==> config.mk <==
export PLATFORM = sky130hd
export DESIGN_NAME = psum_accumulator_flat
export DESIGN_NICKNAME = d
export VERILOG_FILES = /design/src/rtl/psum_accumulator_if.sv /design/src/rtl/psum_accumulator.sv /design/src/flat_wrapper.sv
export SDC_FILE = /design/constraint.sdc
export NUM_CORES = 1
export LEC_CHECK = 0
export BUFFER_PORTS_ARGS = -buffer_cell sky130_fd_sc_hd__buf_2
export CORE_UTILIZATION = 57
export CTS_CLUSTER_DIAMETER = 40
export DETAILED_ROUTE_END_ITERATION = 7
export GPL_TIMING_DRIVEN = 0
export PLACE_DENSITY = 0.92
export SYNTH_ARGS = -nofsm -noshare
export SYNTH_HDL_FRONTEND = slang
export SYNTH_SLANG_ARGS = --single-unit
==> constraint.sdc <==
create_clock -name clk -period 3.8 [get_ports clk]
set_clock_uncertainty 0.15 [all_clocks]
set_input_delay 0.38 -clock clk [delete_from_list [all_inputs] [get_ports clk]]
set_output_delay 0.38 -clock clk [all_outputs]
set_load 0.1 [all_outputs]
==> src/rtl/psum_accumulator_if.sv <==
// ----------------------------------------------------------------------------
// psum_accumulator_if
//  Bundles the job-configuration, partial-sum beat and result handshake
//  signals of psum_accumulator.
//  master : job/beat source and result consumer
//           (drives cfg_*, psum_*, acc_ready)
//  slave  : the accumulator
//           (drives acc_valid, acc_out, busy, err, sat)
//  Signals:
//    cfg_valid/cfg_num_chunks         job start strobe and beat count
//    psum_valid/psum0/psum1           partial-sum beat, two signed lanes
//    acc_valid/acc_ready/acc_out      result handshake and signed result
//    busy/err/sat                     status flags
// ----------------------------------------------------------------------------
interface psum_accumulator_if #(
   parameter int unsigned PSUM_WIDTH = 32,
   parameter int unsigned ACC_WIDTH  = 48,
   parameter int unsigned CNT_WIDTH  = 16
);
   logic                         cfg_valid;
   logic        [CNT_WIDTH-1:0]  cfg_num_chunks;
   logic                         psum_valid;
   logic signed [PSUM_WIDTH-1:0] psum0;
   logic signed [PSUM_WIDTH-1:0] psum1;
   logic                         acc_valid;
   logic                         acc_ready;
   logic signed [ACC_WIDTH-1:0]  acc_out;
   logic                         busy;
   logic                         err;
   logic                         sat;

   modport master (
      output cfg_valid, cfg_num_chunks, psum_valid, psum0, psum1, acc_ready,
      input  acc_valid, acc_out, busy, err, sat
   );

   modport slave (
      input  cfg_valid, cfg_num_chunks, psum_valid, psum0, psum1, acc_ready,
      output acc_valid, acc_out, busy, err, sat
   );
endinterface

==> src/rtl/psum_accumulator.sv <==
// ----------------------------------------------------------------------------
// psum_accumulator
//  Sums both signed partial-sum lanes over a configured number of beats and
//  presents the wide result on a valid/ready handshake. Beats cannot be
//  back-pressured; beats arriving outside a job are dropped and flagged.
//  Ports:
//    clk     clock, all logic on posedge
//    resetn  synchronous active-low reset
//    bus     psum_accumulator_if.slave (cfg, psum beats, result, status)
//  Optional feature macro: ACC_SAT_EN
//    defined   : every add saturates to the signed ACC_WIDTH range and sets
//                the sticky sat flag on overflow
//    undefined : adds wrap modulo 2^ACC_WIDTH, sat is tied 0
// ----------------------------------------------------------------------------
module psum_accumulator #(
   parameter int unsigned PSUM_WIDTH = 32,
   parameter int unsigned ACC_WIDTH  = 48,
   parameter int unsigned CNT_WIDTH  = 16
) (
   input logic               clk,
   input logic               resetn,
   psum_accumulator_if.slave bus
);

   // Lane sum keeps one guard bit so psum0+psum1 can never overflow.
   localparam int unsigned LANE_W = PSUM_WIDTH + 1;

   typedef enum logic [1:0] {
      ST_IDLE  = 2'd0,
      ST_ACCUM = 2'd1,
      ST_HOLD  = 2'd2
   } state_e;

   state_e                      state_q,     state_d;
   logic signed [ACC_WIDTH-1:0] acc_q,       acc_d;
   logic        [CNT_WIDTH-1:0] cnt_q,       cnt_d;
   logic        [CNT_WIDTH-1:0] n_q,         n_d;
   logic                        err_q,       err_d;
   logic                        acc_valid_q, acc_valid_d;
   logic                        busy_q,      busy_d;

   logic signed [LANE_W-1:0]    lane_sum_c;
   logic signed [ACC_WIDTH-1:0] add_c;
   logic                        ovf_c;
   logic                        cfg_legal_c;

   // Sign-extended lane sum formed at PSUM_WIDTH+1 bits.
   always_comb begin
      lane_sum_c = LANE_W'(bus.psum0) + LANE_W'(bus.psum1);
   end

`ifdef ACC_SAT_EN
   localparam int unsigned SUM_W = ACC_WIDTH + 1;
   localparam logic signed [ACC_WIDTH-1:0] ACC_MAX = {1'b0, {(ACC_WIDTH-1){1'b1}}};
   localparam logic signed [ACC_WIDTH-1:0] ACC_MIN = {1'b1, {(ACC_WIDTH-1){1'b0}}};

   logic signed [SUM_W-1:0] sum_c;
   logic                    sat_q, sat_d;

   // Overflow shows up as disagreement between the two top bits of the
   // one-bit-wider sum; the top bit then gives the clamp direction.
   always_comb begin
      sum_c = SUM_W'(acc_q) + SUM_W'(lane_sum_c);
      ovf_c = sum_c[SUM_W-1] ^ sum_c[SUM_W-2];
      if (ovf_c) begin
         add_c = sum_c[SUM_W-1] ? ACC_MIN : ACC_MAX;
      end else begin
         add_c = sum_c[ACC_WIDTH-1:0];
      end
   end

   assign bus.sat = sat_q;
`else
   // Plain modulo-2^ACC_WIDTH add.
   always_comb begin
      ovf_c = 1'b0;
      add_c = acc_q + ACC_WIDTH'(lane_sum_c);
   end

   assign bus.sat = 1'b0;
`endif

   assign cfg_legal_c = (bus.cfg_num_chunks != '0);

   // State and datapath registers.
   always_ff @(posedge clk) begin
      if (!resetn) begin
         state_q     <= ST_IDLE;
         acc_q       <= '0;
         cnt_q       <= '0;
         n_q         <= '0;
         err_q       <= 1'b0;
         acc_valid_q <= 1'b0;
         busy_q      <= 1'b0;
      end else begin
         state_q     <= state_d;
         acc_q       <= acc_d;
         cnt_q       <= cnt_d;
         n_q         <= n_d;
         err_q       <= err_d;
         acc_valid_q <= acc_valid_d;
         busy_q      <= busy_d;
      end
   end

`ifdef ACC_SAT_EN
   // Sticky saturation flag.
   always_ff @(posedge clk) begin
      if (!resetn) begin
         sat_q <= 1'b0;
      end else begin
         sat_q <= sat_d;
      end
   end
`endif

   // Next-state and next-output logic.
   always_comb begin
      state_d     = state_q;
      acc_d       = acc_q;
      cnt_d       = cnt_q;
      n_d         = n_q;
      err_d       = err_q;
`ifdef ACC_SAT_EN
      sat_d       = sat_q;
`endif

      unique case (state_q)
         ST_IDLE: begin
            if (bus.psum_valid) begin
               err_d = 1'b1;
            end
            if (bus.cfg_valid) begin
               if (cfg_legal_c) begin
                  n_d     = bus.cfg_num_chunks;
                  acc_d   = '0;
                  cnt_d   = '0;
                  state_d = ST_ACCUM;
               end else begin
                  err_d = 1'b1;
               end
            end
         end

         // cfg_valid is deliberately ignored while a job is running.
         ST_ACCUM: begin
            if (bus.psum_valid) begin
               acc_d = add_c;
               cnt_d = cnt_q + CNT_WIDTH'(1);
`ifdef ACC_SAT_EN
               if (ovf_c) begin
                  sat_d = 1'b1;
               end
`endif
               if (cnt_d == n_q) begin
                  state_d = ST_HOLD;
               end
            end
         end

         // Result held; a legal cfg together with acc_ready restarts with
         // no idle bubble.
         ST_HOLD: begin
            if (bus.psum_valid) begin
               err_d = 1'b1;
            end
            if (bus.acc_ready) begin
               state_d = ST_IDLE;
               if (bus.cfg_valid) begin
                  if (cfg_legal_c) begin
                     n_d     = bus.cfg_num_chunks;
                     acc_d   = '0;
                     cnt_d   = '0;
                     state_d = ST_ACCUM;
                  end else begin
                     err_d = 1'b1;
                  end
               end
            end
         end

         default: begin
            state_d = ST_IDLE;
         end
      endcase

      acc_valid_d = (state_d == ST_HOLD);
      busy_d      = (state_d != ST_IDLE);
   end

   assign bus.acc_valid = acc_valid_q;
   assign bus.acc_out   = acc_q;
   assign bus.busy      = busy_q;
   assign bus.err       = err_q;

endmodule

==> src/flat_wrapper.sv <==
// flat-port wrapper written by rule: the top's interface ports become plain ports
module psum_accumulator_flat 
#(
   parameter int unsigned PSUM_WIDTH = 32,
   parameter int unsigned ACC_WIDTH  = 48,
   parameter int unsigned CNT_WIDTH  = 16
)
  (clk, resetn, bus_cfg_valid, bus_cfg_num_chunks, bus_psum_valid, bus_psum0, bus_psum1, bus_acc_ready, bus_acc_valid, bus_acc_out, bus_busy, bus_err, bus_sat);
  psum_accumulator_if #(.PSUM_WIDTH(PSUM_WIDTH), .ACC_WIDTH(ACC_WIDTH), .CNT_WIDTH(CNT_WIDTH)) bus_i ();
  input logic clk;
  input logic resetn;
  input wire logic [$bits(bus_i.cfg_valid)-1:0] bus_cfg_valid;
  input wire logic [$bits(bus_i.cfg_num_chunks)-1:0] bus_cfg_num_chunks;
  input wire logic [$bits(bus_i.psum_valid)-1:0] bus_psum_valid;
  input wire logic [$bits(bus_i.psum0)-1:0] bus_psum0;
  input wire logic [$bits(bus_i.psum1)-1:0] bus_psum1;
  input wire logic [$bits(bus_i.acc_ready)-1:0] bus_acc_ready;
  output wire logic [$bits(bus_i.acc_valid)-1:0] bus_acc_valid;
  output wire logic [$bits(bus_i.acc_out)-1:0] bus_acc_out;
  output wire logic [$bits(bus_i.busy)-1:0] bus_busy;
  output wire logic [$bits(bus_i.err)-1:0] bus_err;
  output wire logic [$bits(bus_i.sat)-1:0] bus_sat;
  assign bus_i.cfg_valid = bus_cfg_valid;
  assign bus_i.cfg_num_chunks = bus_cfg_num_chunks;
  assign bus_i.psum_valid = bus_psum_valid;
  assign bus_i.psum0 = bus_psum0;
  assign bus_i.psum1 = bus_psum1;
  assign bus_i.acc_ready = bus_acc_ready;
  assign bus_acc_valid = bus_i.acc_valid;
  assign bus_acc_out = bus_i.acc_out;
  assign bus_busy = bus_i.busy;
  assign bus_err = bus_i.err;
  assign bus_sat = bus_i.sat;
  psum_accumulator #(.PSUM_WIDTH(PSUM_WIDTH), .ACC_WIDTH(ACC_WIDTH), .CNT_WIDTH(CNT_WIDTH)) u_core (.clk(clk), .resetn(resetn), .bus(bus_i));
endmodule
# Word level (Yosys, flattened, before mapping)
# Index checks and enable logic that the tools add are counted.
[classes]
add_sub_neg = 3
n_eq_ne = 6
mux = 27
reduce_logical = 7
[ops]
columns = ["op", "count"]
rows = [
  ["$mux 48", 4],
  ["$pmux 48 s3", 1],
  ["$mux 16", 7],
  ["$add 48x33->48", 1],
  ["$pmux 16 s3", 1],
  ["$add 32x32->33", 1],
  ["$pmux 16 s2", 1],
  ["$add 16x1->16 const B", 1],
  ["$eq 16x16->1", 1],
  ["$reduce_bool 16->1", 1],
  ["$mux 2", 6],
  ["$pmux 2 s3", 1],
  ["$mux 1", 5],
  ["$eq 2x2->1 const B", 2],
  ["$ne 2x2->1 const B", 2],
  ["$reduce_bool 2->1", 2],
  ["$reduce_and 3->1", 1],
  ["$reduce_bool 3->1", 1],
  ["$eq 2x1->1 const B", 1],
  ["$logic_not 2->1", 1],
  ["$pmux 1 s2", 1],
  ["$reduce_and 2->1", 1],
]
[totals]
ff_bits = 85
out_inout_bits = 52
elab_cells = 50

# Longest topological paths before layout
# Gate-level depths: netlist of run 1.
[logic_depth]
depth_word = 6
mapped_depth = 12

# Worst setup path after synthesis of run 1
# OpenSTA, ideal clock, no wires.
[synth_timing]
kind = "register to register"
from = "register u_core.acc_q[1] (netlist: u_core.bus.acc_out[1])"
to = "register u_core.acc_q[47] (netlist: u_core.bus.acc_out[47])"
setup_ps = 69
t_arrival_ps = 3968
required_time_ps = 3581
slack_ps = -387
path_stages_with_launch = 13
period_less_slack_ps = 4187
cell_sequence = "dfxtp_1 -> fa_1 -> ha_1 -> fa_1 -> a21oi_1 -> o221ai_1 -> a32oi_1 -> a2111oi_2 -> o31ai_2 -> a211oi_1 -> or3_1 -> a211o_1 -> o21ai_1"
[synth_via]
elab_chain_len = 3
[synth_rtl]
columns = ["element", "line", "source"]
rows = [
  ["start: declaration", "psum_accumulator.sv:35", "logic signed [ACC_WIDTH-1:0] acc_q, acc_d;"],
  ["start signal: assignment", "psum_accumulator.sv:89", "acc_q <= '0;"],
  ["start signal: assignment", "psum_accumulator.sv:97", "acc_q <= acc_d;"],
  ["$add 48x33->48", "psum_accumulator.sv:77", "add_c = acc_q + ACC_WIDTH'(lane_sum_c);"],
  ["$mux 48", "psum_accumulator.sv:147", "if (bus.psum_valid) begin"],
  ["$pmux 48 s3", "psum_accumulator.sv:128", "unique case (state_q)"],
]
# Every way passes these cells. The select of a mux whose other input is x is not followed.
# A chain may end at the register's enable or synchronous reset.

# Worst setup path in the final report of run 1
# Ends and elaborated chain as after synthesis.

==> summary.md, run 1 <==
| Metric | Value |
|---|---|
| Initial antenna violation count | `0` |
| DRC | `0` |
| Largest net degree at the start of global routing | `18` |
| Crit path time final | `3753 ps` |
| # setup viols final | `0` |
| Fillers | `960` |
| Die X | `114.4 um` |
| Reg clk slew, reported paths | `70 ps` |
| CTS tree | `done` |
| Hold_ws | `136.5 ps` |
| Critical Path End Type | `register` |
| Maximum fanout along the worst path | `4` |
| Critical-path cell list | `fa_1 > ha_1 > fa_1 > a21oi_2 > o221ai_2 > a32oi_2 > a2111oi_2 > o31ai_2 > a211oi_2 > or3_1 > a211o_1 > o21ai_1` |
| RSZ-0062 raised after global routing | `true` |
| Synth top area cells | `dfxtp_1 (24%), fa_1 (13%), ha_1 (8.3%)` |
| Final Core Density | `0.6969` |
| FF-to-FF path depth | `12` |
| Number of H-tree levels | `3` |
| Final ANT Viol Nets | `0` |
| N_diodes | `0` |
| DR vias/cell | `6.023` |
| Largest stage delay on the critical path | `480 ps` |
| Static Leak | `3.757 nW` |
| Max_cap viols | `0` |
| First-pass GRT wire length | `32170 um` |
| Outcome | `completed` |
| Vias in the first global route | `6791` |
| Critical-path top delay cell | `fa_1` |
| Max Clock Freq | `266.4 MHz` |
| Clock power share | `0.261` |
| Worst Path Required | `3940 ps` |
| Internal power | `2.064 mW` |
| Crit Path Category | `reg2reg` |
| Post-synthesis sequential area ratio | `0.2363` |
| PnR worst setup slack | `46.88 ps` |
| Clock buffer depth | `2` |
| Gate power share | `0.465` |
| Syn avg cell area | `8.383 um2` |
| Layout cell share with drive strength beyond 1 | `0.2022` |
| Non-Filler Instances | `1177` |
| Synthesized Nets | `1040` |
| Main synth FF type | `dfxtp_1` |
| First drt pass iteration count | `5` |
| Final slew viol count | `0` |
| Worst flop-to-flop path startpoint | `u_core.bus.acc_out[1]` |
| Setup crit start | `u_core.bus.acc_out[1]` |
| Crit path launch type | `register` |
| PortBufs | `134` |
| Maximum vdd ir drop | `0.0002845 V` |
| Placer congestion estimate | `0.9249` |
| Synth warnings | `0` |
| Worst r2r dst | `u_core.bus.acc_out[47]` |
| CP endpoint | `u_core.bus.acc_out[47]` |
| WL/cell | `16.63 um` |
| Aggregate global-route resource usage | `0.3102` |
| Synthesized instance count | `859` |
| Initial cell density of the core | `0.5921` |
| Post-CTS setup buffers | `0` |
| Final instance area | `8476 um2` |
| IO Pins | `137` |
| Die area | `13090 um2` |
| Area of the multi-input gates | `5318 um2` |
| Fin nets | `1185` |
| Most used cell, CP | `fa_1` |
| Num CTS Buffers | `9` |
| Reg power frac | `0.274` |
| Synth top area share | `0.2363` |
| Sequential standard cell area | `1735 um2` |
| Normalized max-slew margin | `0.3196` |
| P_sw | `1.593 mW` |
| Placed instance count | `1161` |
| Distinct cells, synth | `62` |
| Switching Share | `0.4357` |
| Post-synth EDFFs | `0` |
| HPWL after DPL | `15040 um` |
| Flops & latches, synth | `85` |
| Post-place instance area | `8115 um2` |
| Area Overhead vs Synth | `17.71%` |
| Async S/R FF share, synth | `0` |
| Most area-hungry cell type in the Yosys netlist | `dfxtp_1` |
| Root buf cell | `clkbuf_16` |
| Die Y | `114.4 um` |
| # clock sinks | `85` |
| Routed wire length | `19570 um` |
| Power density over the cells | `431.5 nW/um2` |
| Syn Std Cell Area | `7201 um2` |
| Reg2Reg Setup Slack | `50 ps` |
| Worst Max-Slew Pin Slew | `1013 ps` |
| Drt first-iter violations | `547` |
| Hold Fails Final Rpt | `0` |
| CP arrival | `3890 ps` |
| Min-delay worst type | `in2reg` |
| Post-Place Worst Slack | `-398.9 ps` |
| Top-count cell post-synth | `nand2_1` |
| Final period util | `0.9877` |
| Site row count | `40` |
| CORE AREA | `12160 um2` |
| Clk Latency, worst-skew pair | `350 ps` |
| Remaining Overflow, GRT | `0` |
| Top cells by count, synth | `nand2_1 (115), dfxtp_1 (85), a21oi_1 (70)` |
| Detailed-route via count | `7089` |
cell type report:
cell class	instances	area share
clock buffer	9	0.02657
tap	168	0.02480
sequential	85	0.2048
buffer	41	0.02037
inverter	13	0.005757
timing repair buffer	134	0.07972
clock inverter	7	0.01063
multi-input combinational	720	0.6274
what timing repair did:
item,CTS,global route
hold buffers,0,0
endpoints found under the hold margin,0,0
endpoints found under the setup margin,2,7
resized for setup,3,6
pin swaps,2,0
worst max-delay path, delay by kind of cell (launching register included):
family	cells	cell delay, ps
compound gates	8	1680
fa+ha+maj	3	1130
simple gates	1	390
flops	1	350
sequential cells by signal, summed over array words and instances, names as in the netlist:
register	cells
u_core.state_q	2
u_core.bus.acc_out	48
u_core.bus.acc_valid	1
u_core.n_q	16
u_core.cnt_q	16
u_core.bus.busy	1
u_core.bus.err	1
routing by layer:
layer  vias up  track usage  wire, um
met5         -            0         0
li1       3359            -         -
met2       323       0.5087      9157
met1      3361       0.4060      8469
met4         0       0.1247       479
met3        46      0.05400      1463
per-stage QoR:
stage	TNS, ps	power (mW)
2_1_floorplan	0	2.292
3_3_place_gp	-402.0	2.624
3_5_place_dp	-622.2	2.656
4_1_cts	0	3.620
5_1_grt	-109.5	3.857
6_report	0	3.657
how the worst min path moves through the flow:
stage / start / end / cells after the start
after floorplan: u_core.n_q[0] / u_core.n_q[0] / 2
after global placement: u_core.bus.err / u_core.bus.err / 1
after detailed placement: u_core.bus.err / u_core.bus.err / 1
after CTS: bus_cfg_num_chunks[9] / u_core.n_q[9] / 3
after global routing: bus_cfg_num_chunks[13] / u_core.n_q[13] / 3
final: bus_cfg_num_chunks[15] / u_core.n_q[15] / 3
cells by family after synthesis:
kind of cell | after synthesis | share of synthesized area
AND/OR/NAND/NOR | 302 | 0.2109
AO/OA/AOI/OAI | 254 | 0.2224
adder cells (fa/ha/maj) | 96 | 0.2169
flip-flops | 85 | 0.2363
XOR/XNOR | 63 | 0.07663
buffers and inverters | 54 | 0.03075
multiplexers | 4 | 0.005561
other | 1 | 0.0005208
power groups by stage:
stage	sequential, mW	clock (mW)	combinational (mW)
6_report	1.00	0.953	1.70
5_1_grt	1.01	0.995	1.85
4_1_cts	1.00	0.958	1.66
3_5_place_dp	1.02	0	1.63
3_3_place_gp	1.02	0	1.60
2_1_floorplan	1.29	0	0.999
cells in the final DEF (no fill, tap or decap), types with 17 or more instances in the layout:
cell type,count
a21boi_0,21
fa_1,48
o21ai_0,52
dfxtp_2,24
buf_2,141
a22oi_1,17
ha_1,48
nand2_1,115
a21o_1,25
dfxtp_1,60
nand3_1,34
and3_1,19
nor2_1,27
nor2b_1,35
clkbuf_1,29
xor2_1,22
xnor2_1,41
a21oi_1,69
Power figures use the tool's default switching activity.
==> inputs of run 2 (changes only) <==
- CORE_UTILIZATION: 57 -> 52
- PLACE_DENSITY: 0.92 -> 0.89
- clock period: 3.8 -> 3.35 ns (I/O delays scaled with it)
==> summary.md, run 2 (synthesis gave the netlist of run 1 again) <==
| Metric | Value |
|---|---|
| Final slew viol count | `0` |
| Clock buffer depth | `2` |
| HPWL after DPL | `15190 um` |
| Non-Filler Instances | `1202` |
| Worst Max-Slew Pin Slew | `977.2 ps` |
| # setup viols final | `5` |
| Clk Latency, worst-skew pair | `360 ps` |
| # clock sinks | `85` |
| CORE AREA | `13350 um2` |
| Aggregate global-route resource usage | `0.2918` |
| FF-to-FF path depth | `12` |
| DR vias/cell | `6.047` |
| Number of stages on the worst setup path | `12` |
| Area of the multi-input gates | `5629 um2` |
| Min-delay worst type | `in2reg` |
| Critical-path top delay cell | `fa_1` |
| PnR worst setup slack | `-130.5 ps` |
| Final Core Density | `0.6774` |
| Root buf cell | `clkbuf_16` |
| DRC | `0` |
| Die area | `14320 um2` |
| Number of H-tree levels | `3` |
| Crit path launch type | `register` |
| Detailed-route via count | `7269` |
| Die Y | `119.7 um` |
| Final period util | `1.039` |
| Num CTS Buffers | `9` |
| Outcome | `finished, violations left` |
| Remaining Overflow, GRT | `0` |
| Most frequent cells in the layout | `buf_2 (136), nand2_1 (114), a21oi_1 (59)` |
| Largest delay share family, worst path | `compound AO/OA/AOI/OAI gates` |
| Post-Place Worst Slack | `-776.7 ps` |
| Crit Path Category | `reg2reg` |
| Hold_ws | `94.09 ps` |
| Max_cap viols | `0` |
| Critical-path cell list | `fa_1 > ha_2 > fa_2 > a21oi_4 > o221ai_4 > a32oi_4 > a2111oi_4 > o31ai_4 > a211oi_2 > or3_1 > a211o_1 > o21ai_1` |
| Normalized max-slew margin | `0.3435` |
| Buffers & Inverters on Critical Path | `0` |
| N_diodes | `0` |
| Worst Path Required | `3490 ps` |
| Critical Path End Type | `register` |
| Placer congestion estimate | `0.9631` |
| Area Overhead vs Synth | `25.58%` |
| Largest stage delay on the critical path | `470 ps` |
| RSZ-0062 raised after global routing | `true` |
| Max Clock Freq | `287.3 MHz` |
| Die X | `119.7 um` |
| Placed instance count | `1169` |
| Fillers | `1007` |
| Vias in the first global route | `7007` |
| Reg clk slew, reported paths | `70 ps` |
| First drt pass iteration count | `6` |
| Initial antenna violation count | `0` |
| Drt first-iter violations | `679` |
| Sequential standard cell area | `1824 um2` |
| Static Leak | `3.880 nW` |
| Initial cell density of the core | `0.5395` |
| Fin nets | `1202` |
| First-pass GRT wire length | `33440 um` |
| Routed wire length | `21370 um` |
| PortBufs | `134` |
| WHS Path Cells | `3` |
| Site row count | `42` |
| Crit path time final | `3480 ps` |
| Cts hold-fix bufs | `0` |
| Maximum fanout along the worst path | `3` |
| Power density over the cells | `485.7 nW/um2` |
| WL/cell | `17.78 um` |
| Layout cell share with drive strength beyond 1 | `0.2680` |
| Final ANT Viol Nets | `0` |
| Hold Fails Final Rpt | `0` |
| Maximum vdd ir drop | `0.0002763 V` |
| Failing checks | `setup timing` |
| Commonest non-fill, non-tap cell in the layout | `buf_2` |
| CP arrival | `3620 ps` |
| IO Pins | `137` |
| Largest net degree at the start of global routing | `18` |
| CTS tree | `done` |
| Number of flip-flops in the largest register | `48` |
## run 2: path summary, 6_finish.rpt
check,end,from,slack [ps]
worst max-delay path,u_core.bus.acc_out[47],u_core.bus.acc_out[1],-130
worst min-delay path,u_core.n_q[9],bus_cfg_num_chunks[9],90
worst max register to register,u_core.bus.acc_out[47],u_core.bus.acc_out[1],-130
worst min register to register,u_core.bus.acc_out[47],u_core.bus.acc_out[47],320
## run 2: area by class of cell
cell class | count | area share
multi-input cells | 720 | 0.6225
flip-flops and latches | 85 | 0.2017
repair buffers | 152 | 0.09008
clock buffers | 10 | 0.02643
well taps | 176 | 0.02435
plain buffers | 40 | 0.02131
clock inverters | 6 | 0.008164
inverters | 13 | 0.005396
## run 2: power breakdown
part	switching [mW]	internal, mW	total [mW]	leakage (nW)
Combinational	1.38	0.807	2.19	3.01
Clock	0.462	0.611	1.07	0.156
Sequential	0.0649	1.07	1.13	0.719
## run 2: what timing repair did
item | CTS | global route
buffers inserted | 10 | 8
endpoints found under the setup margin | 13 | 21
resized for setup | 32 | 38
pin swaps | 25 | 27
hold endpoints to repair | 0 | 0
## run 2: worst reg2reg max path: stages (launching register included)
cell,delay (ps)
dfxtp_4,350
fa_1,470
ha_2,220
fa_2,400
a21oi_4,200
o221ai_4,160
a32oi_4,250
a2111oi_4,130
o31ai_4,260
a211oi_2,120
or3_1,350
a211o_1,290
o21ai_1,60
## run 2: routing by layer
metal / GRT usage / vias to the layer above / routed length [um]
li1: - / 3392 / -
met5: 0 / - / 0
met4: 0.1281 / 0 / 770
met3: 0.05608 / 64 / 1743
met2: 0.4758 / 395 / 10040
met1: 0.3750 / 3418 / 8822
## run 2: per-stage QoR
step | setup TNS [ps] | cell area (um2) | total power, mW
final | -189.0 | 9042 | 4.392
after global routing | -1211 | 9042 | 4.615
after CTS | -201.2 | 8812 | 4.211
after detailed placement | -4203 | 8262 | 3.034
after global placement | -3379 | 8262 | 2.988
after floorplan | -31.36 | 7371 | 2.614
